$ cat src/rtl/shift_tx_pkg.sv
// Shared types for shift_tx: FSM state encodings and the state enum.
package shift_tx_pkg;

  localparam logic [1:0] ST_IDLE  = 2'd0;
  localparam logic [1:0] ST_LOW   = 2'd1;
  localparam logic [1:0] ST_HIGH  = 2'd2;
  localparam logic [1:0] ST_LATCH = 2'd3;

  typedef enum logic [1:0] {
    IDLE  = ST_IDLE,
    LOW   = ST_LOW,
    HIGH  = ST_HIGH,
    LATCH = ST_LATCH
  } shift_tx_state_t;

endpackage

$ cat src/rtl/shift_tx.sv
// shift_tx: tick-paced serialiser for an external shift register (sclk/sdo/latch), 2*WIDTH+1 ticks per word.
// Accepts only in IDLE via o_ready, no queuing; define SHIFT_TX_READBACK_EN to add i_sdi capture on o_rdata/o_rvalid.
module shift_tx
  import shift_tx_pkg::*;
#(
  parameter int WIDTH     = 16,
  parameter int MSB_FIRST = 1
) (
  input  logic             i_clk,
  input  logic             i_reset_n,
  input  logic             i_tick,
  input  logic [WIDTH-1:0] i_data,
  input  logic             i_valid,
  output logic             o_ready,
  output logic             o_sclk,
  output logic             o_sdo,
  output logic             o_latch,
  output logic             o_busy,
  output logic             o_done
`ifdef SHIFT_TX_READBACK_EN
  ,
  input  logic             i_sdi,
  output logic [WIDTH-1:0] o_rdata,
  output logic             o_rvalid
`endif
);

  localparam int CW = $clog2(WIDTH);

  shift_tx_state_t  r_state, w_state_nxt;
  logic [WIDTH-1:0] r_shift, w_shift_nxt;
  logic [CW-1:0]    r_cnt, w_cnt_nxt;
  logic             r_ready, r_busy, r_sclk, r_sdo, r_latch, r_done;
  logic             w_sclk_nxt, w_sdo_nxt, w_latch_nxt, w_done_nxt, w_ready_nxt;

  always_comb begin
    w_state_nxt = r_state;
    w_shift_nxt = r_shift;
    w_cnt_nxt   = r_cnt;
    w_sclk_nxt  = r_sclk;
    w_sdo_nxt   = r_sdo;
    w_latch_nxt = r_latch;
    w_done_nxt  = 1'b0;
    case (r_state)
      IDLE: begin
        // Ticks here are ignored, including one coincident with acceptance.
        if (i_valid) begin
          w_state_nxt = LOW;
          w_shift_nxt = i_data;
          w_cnt_nxt   = CW'(WIDTH - 1);
          w_sdo_nxt   = (MSB_FIRST != 0) ? i_data[WIDTH-1] : i_data[0];
          w_sclk_nxt  = 1'b0;
          w_latch_nxt = 1'b0;
        end
      end
      LOW: begin
        if (i_tick) begin
          w_state_nxt = HIGH;
          w_sclk_nxt  = 1'b1;
        end
      end
      HIGH: begin
        if (i_tick) begin
          w_sclk_nxt = 1'b0;
          if (r_cnt == '0) begin
            w_state_nxt = LATCH;
            w_latch_nxt = 1'b1;
          end else begin
            w_state_nxt = LOW;
            w_cnt_nxt   = r_cnt - CW'(1);
            if (MSB_FIRST != 0) begin
              w_shift_nxt = {r_shift[WIDTH-2:0], 1'b0};
              w_sdo_nxt   = r_shift[WIDTH-2];
            end else begin
              w_shift_nxt = {1'b0, r_shift[WIDTH-1:1]};
              w_sdo_nxt   = r_shift[1];
            end
          end
        end
      end
      LATCH: begin
        if (i_tick) begin
          w_state_nxt = IDLE;
          w_latch_nxt = 1'b0;
          w_done_nxt  = 1'b1;
        end
      end
      default: begin
        w_state_nxt = IDLE;
        w_sclk_nxt  = 1'b0;
        w_latch_nxt = 1'b0;
      end
    endcase
    w_ready_nxt = (w_state_nxt == IDLE);
  end

  always_ff @(posedge i_clk or negedge i_reset_n) begin
    if (!i_reset_n) begin
      r_state <= IDLE;
      r_shift <= '0;
      r_cnt   <= '0;
      r_ready <= 1'b1;
      r_busy  <= 1'b0;
      r_sclk  <= 1'b0;
      r_sdo   <= 1'b0;
      r_latch <= 1'b0;
      r_done  <= 1'b0;
    end else begin
      r_state <= w_state_nxt;
      r_shift <= w_shift_nxt;
      r_cnt   <= w_cnt_nxt;
      r_ready <= w_ready_nxt;
      r_busy  <= ~w_ready_nxt;
      r_sclk  <= w_sclk_nxt;
      r_sdo   <= w_sdo_nxt;
      r_latch <= w_latch_nxt;
      r_done  <= w_done_nxt;
    end
  end

  assign o_ready = r_ready;
  assign o_busy  = r_busy;
  assign o_sclk  = r_sclk;
  assign o_sdo   = r_sdo;
  assign o_latch = r_latch;
  assign o_done  = r_done;

`ifdef SHIFT_TX_READBACK_EN
  logic [WIDTH-1:0] r_cap, r_rdata;
  logic             r_rvalid;

  // i_sdi is sampled on the LOW->HIGH tick, filling r_cap in transmit order.
  always_ff @(posedge i_clk or negedge i_reset_n) begin
    if (!i_reset_n) begin
      r_cap    <= '0;
      r_rdata  <= '0;
      r_rvalid <= 1'b0;
    end else begin
      r_rvalid <= 1'b0;
      if (i_tick && (r_state == LOW)) begin
        r_cap <= (MSB_FIRST != 0) ? {r_cap[WIDTH-2:0], i_sdi} : {i_sdi, r_cap[WIDTH-1:1]};
      end
      if (i_tick && (r_state == LATCH)) begin
        r_rdata  <= r_cap;
        r_rvalid <= 1'b1;
      end
    end
  end

  assign o_rdata  = r_rdata;
  assign o_rvalid = r_rvalid;
`endif

endmodule

$ cat config.mk
export PLATFORM = sky130hd
export DESIGN_NAME = shift_tx
export DESIGN_NICKNAME = d
export VERILOG_FILES = /design/src/rtl/shift_tx_pkg.sv /design/src/rtl/shift_tx.sv
export SDC_FILE = /design/constraint.sdc
export NUM_CORES = 1
export LEC_CHECK = 0
export CAP_MARGIN = 25
export CORE_ASPECT_RATIO = 1.1
export CORE_MARGIN = 4
export CORE_UTILIZATION = 48
export CTS_CLUSTER_SIZE = 16
export DETAILED_ROUTE_END_ITERATION = 8
export PLACE_DENSITY_LB_ADDON = 0.05
export REMOVE_ABC_BUFFERS = 1
export SLEW_MARGIN = 20
export SYNTH_ARGS = -nofsm -noshare
export SYNTH_HDL_FRONTEND = slang
export SYNTH_SLANG_ARGS = --single-unit
$ cat constraint.sdc
create_clock -name i_clk -period 1.7 [get_ports i_clk]
set_input_delay 0.51 -clock i_clk [delete_from_list [all_inputs] [get_ports i_clk]]
set_output_delay 0.51 -clock i_clk [all_outputs]
set_load 0.05 [all_outputs]
Word level (Yosys, flattened, before mapping)
Cells that the tools add are included.

Register bits: 27. Bits of input ports: 20. Output and inout port bits: 6. Logic and storage cells: 56.

Add/sub/neg operators: 1. Eq/ne operators: 9. Multiplexer cells: 27. Bitwise gates (word level): 1. Reduce and logical (&&, ||, !) cells: 9.

Operators with widths (count): 15-bit two-way mux (3); 15-bit one-hot mux with 2 select lines (1); 4-bit two-way mux (3); 2-bit inequality test (second input constant) (6); 1-bit two-way mux (10); 2-bit two-way mux (5); 2-bit one-hot mux with 4 select lines (1); 4-bit one-hot mux with 2 select lines (1); 4-bit AND reduction (2); 1-bit one-hot mux with 3 select lines (2); 3-bit nonzero test (2); 5-bit AND reduction (1); 2-bit equality test (second input constant) (2); 2-bit logical NOT (2); 4-bit logical NOT (1); 4-bit by 1-bit subtractor with 4-bit output (second input constant) (1); 2-bit by 1-bit equality test with 1-bit output (second input constant) (1); 1-bit one-hot mux with 2 select lines (1); 2-bit nonzero test (1); 1-bit NOT (1).

Depth between registers and ports, before layout
Word-level depth: 6. Depth in mapped cells: 9. Depth with buffers taken out: 6.

Least setup slack after synthesis
No wires, ideal clock.

Path kind: reg-to-reg. Start: reg r_state[1]. End: reg r_sdo, in the netlist o_sdo. Library setup time: 137 ps. Arrival: 1527 ps. Required time: 1563 ps. Path slack: 36 ps. Cell stages (with the launch flop): 9. Path buffers: 2. Period minus slack after synthesis: 1664 ps. Cell sequence: dfrtp_1 -> inv_1 -> ha_1 -> buf_6 -> and2b_4 -> nor3_4 -> buf_6 -> o2bb2ai_1 -> a21oi_1.

Cells in the longest elaborated chain, start to end: 3. Elaborated cells on any way between the ends: 8.

Ends and longest elaborated chain: start: declaration (RTL line shift_tx.sv:30) `shift_tx_state_t r_state, w_state_nxt;`; start signal: assignment (RTL line shift_tx.sv:109) `r_state <= w_state_nxt;`; 2-bit equality test / 2-bit logical NOT (equally long branches) (RTL line shift_tx.sv:44) `case (r_state)`; 2-bit inequality test (no line) / 2-bit nonzero test (equally long branches); 4-bit AND reduction (no line); end signal: assignment (RTL line shift_tx.sv:115) `r_sdo <= w_sdo_nxt;`; end: declaration (RTL line shift_tx.sv:33) `logic r_ready, r_busy, r_sclk, r_sdo, r_latch, r_done;`.

Parallel ways exist; a longest one is shown, timed or not. A chain may end at the register's enable or synchronous reset.

Worst setup path in the final report
Start: in i_valid. End: reg r_shift[0].

Cells in the longest elaborated chain, start to end: 2.

Ends and longest elaborated chain: start: declaration (RTL line shift_tx.sv:13) `input logic i_valid,`; 2-bit inequality test (no line); 4-bit AND reduction (no line); end signal: assignment (RTL line shift_tx.sv:110) `r_shift <= w_shift_nxt;`; end: declaration (RTL line shift_tx.sv:31) `logic [WIDTH-1:0] r_shift, w_shift_nxt;`.

Every way passes these cells.

==> results by group <==
Drt
  – DRC: 0
  – Antenna viol nets, final: 0
  – Vias per inst: 5.94
  – Via Count: 1617
  – WL per Instance: 16.9 um
  – DRT Pass-1 Iters: 4
  – DRT Wirelength: 4600 um
  – DR iter-0 viols: 133

Timing
  – Period utilisation layout: 100%
  – Hold Violations, Final: 0
  – Clock skew: 0.0105 ns
  – Max frequency: 0.588 GHz
  – RSZ-0062 raised after global routing: true
  – Slew Viols, Final: 0
  – Worst-Margin Slew: 0.283 ns
  – Final setup violation count: 1
  – Max_slew headroom: 81.1%
  – Final WS setup: -0.00157 ns
  – Post-layout min period: 1.70 ns

Global routing
  – Vias in the first global route: 1550
  – Gr ovfl total: 0
  – Largest net degree at the start of global routing: 28
  – GRT Resource Usage Total: 19.6%
  – First-pass GRT wire length: 7120 um
  – Initial antenna violation count: 0

Clocking
  – # H-tree levels: 1
  – Cts bufs inserted: 3
  – Root buf cell: clkbuf_4
  – Clock latency at the later pin of the worst-skew pair: 0.33 ns
  – Clk buf depth: 2
  – CTS tree: yes
  – CTS sink cnt: 27
  – Clock-pin slew on the worst setup and hold paths: 0.15 ns

Synthesis
  – Largest area contributor in the netlist: dfrtp_1
  – Netlist cell types: 39
  – Asr flop ratio synth: 100%
  – Synthesized area per cell: 9.58 um2
  – Synth Flop Type: dfrtp_1
  – Synth top area cells: dfrtp_1 39%, o32a_1 8.9%, o2bb2ai_1 7.8%
  – Syn Inst Count: 176
  – Most common cell in the netlist: dfrtp_1
  – Register area share after synthesis: 40.2%
  – Post-synth EDFFs: 0
  – Most frequent cells after synthesis: 26 x dfrtp_1, 20 x nor2_1, 19 x a21oi_1
  – YS warnings: 0
  – Synthesized area: 1690 um2
  – #FFs+latches synth: 27
  – Yosys top cell area share: 38.6%

Power and ir drop
  – Switching pwr: 1660 uW
  – Internal: 2360 uW
  – Clk pwr share: 7.0%
  – Total Power: 4010 uW
  – VDD IR-drop max: 0.850 mV
  – Pwr per Cell Area: 1630 nW/um2
  – Net Sw Frac: 41.2%
  – Sequential share of power: 28.6%
  – Gate power share: 64.4%
  – LEAKAGE: 0.00101 uW

Floorplanning
  – Initial Util: 50.2%
  – Top-Level Pins: 26
  – DIE HEIGHT: 70.1 um
  – Core area: 3360 um2
  – Die width: 64.5 um
  – Die ar.: 4520 um2
  – Placement Rows: 22

Worst hold path
  – Hold crit path type: primary input to async pin

Setup path
  – Critical Path End Type: flop
  – WS Path Type: primary input to flop
  – CP Data Arrival Time: 1.93 ns
  – Startpoint class of the critical path: primary input
  – Worst-path maximum fanout: 4
  – Worst endpoint required time: 1.93 ns

Layout
  – Final #Nets: 251
  – Antenna Cells: 0
  – Share of cells above drive strength 1: 29.5%
  – Post-route cell area: 2460 um2
  – Area growth from synthesis to layout: 45.9%

Placement
  – Final GP Congestion: 0.909
  – Pre-CTS setup slack: -0.326 ns
  – Post-DP Area: 2260 um2
  – DP Wirelength: 2890 um
  – Port Buffers: 25

Run
  – Max Cap Violations: 0

Outcome
  – Status: complete, but fails checks
  – Failing checks: negative setup slack
-- metal layers --
| metal | vias up | routed length, um | GRT usage [%] |
|---|---|---|---|
| met5 | - | 0 | 0 |
| met4 | 0 | 54 | 6.57 |
| met3 | 6 | 223 | 3.22 |
| met2 | 55 | 2370 | 33.7 |
| met1 | 793 | 1950 | 24.7 |
| li1 | 763 | - | - |
-- state kept, by name, indices dropped and copies added, names as in the netlist --
register / flops
o_busy: 1
o_sdo: 1
o_latch: 1
r_state: 2
r_cnt: 4
o_ready: 1
r_shift: 15
o_done: 1
o_sclk: 1
-- what timing repair did --
action                                  in CTS  in global routing
setup buffers                                1                  4
pin swaps                                    0                  7
cloned                                       0                  1
endpoints found under the setup margin      24                 23
resized for setup                            8                 27
hold buffers                                 0                  0
-- cells by family (layout without fill, tap and decap cells) --
| group | after synthesis | in the layout | share of synthesized area (%) |
|---|---|---|---|
| simple gates | 45 | 45 | 16.0 |
| fa+ha+maj | 6 | 6 | 4.45 |
| buf+inv | 20 | 68 | 6.24 |
| mux | 2 | 2 | 1.19 |
| compound gates | 76 | 76 | 31.9 |
| flops | 27 | 27 | 40.2 |
-- power groups by stage --
stage               Clock (uW)  Sequential, uW  Combinational [uW]
floorplan                    0            1250                1130
global placement             0            1120                2230
detailed placement           0            1140                2290
CTS                        297            1130                2350
global route               332            1180                2790
finish                     280            1150                2580
-- cells in the final DEF (no fill, tap or decap), drive strengths merged, types with 3 or more instances in the layout --
cell and n:
buf 38, nor2 21, clkbuf 5, o21ai 19, a21oi 19, dfrtp 26, ha 6, inv 6
o32a 15, nand3 3, o2bb2ai 15, clkdlybuf4s50 18, nor3 3
-- final timing paths --
check	startpoint	endpoint	slack (ns)	cells after the start
min reg2reg	r_shift[0]	r_shift[0]	0.54	2
min in group i_clk	r_shift[0]	r_shift[0]	0.54	2
max in group asynchronous	i_reset_n	o_ready	0.93	2
min	i_reset_n	r_cnt[2]	0.52	2
max	i_valid	r_shift[0]	-0.002	5
max reg2reg	r_state[0]	o_busy	0.01	6
-- cell type report --
| type | count | area, um2 |
|---|---|---|
| Tap cell | 48 | 60.1 |
| Clock buffer | 4 | 26.3 |
| Fill cell | 272 | 900 |
| Sequential cell | 27 | 677 |
| Timing Repair Buffer | 58 | 677 |
| Multi-Input combinational cell | 129 | 996 |
| Inverter | 6 | 22.5 |
-- per-stage QoR --
stage               util, %  TNS [ns]  hold slack [ns]  instances
global route           73.2    -0.533            0.494        272
CTS                    69.5         0            0.510        267
finish                 73.2  -0.00157            0.521        272
global placement       67.4     -5.30            0.500        262
detailed placement     67.4     -6.43            0.513        262
floorplan                 -     -5.15            0.214        162
-- worst max-delay path, cell delays in order --
cell and delay, ns:
clkdlybuf4s50_1 0.54, and2b_4 0.23, or3_4 0.40, o21ai_0 0.15
o21ai_0 0.10
Note: power is estimated with default switching activity, not from simulation.
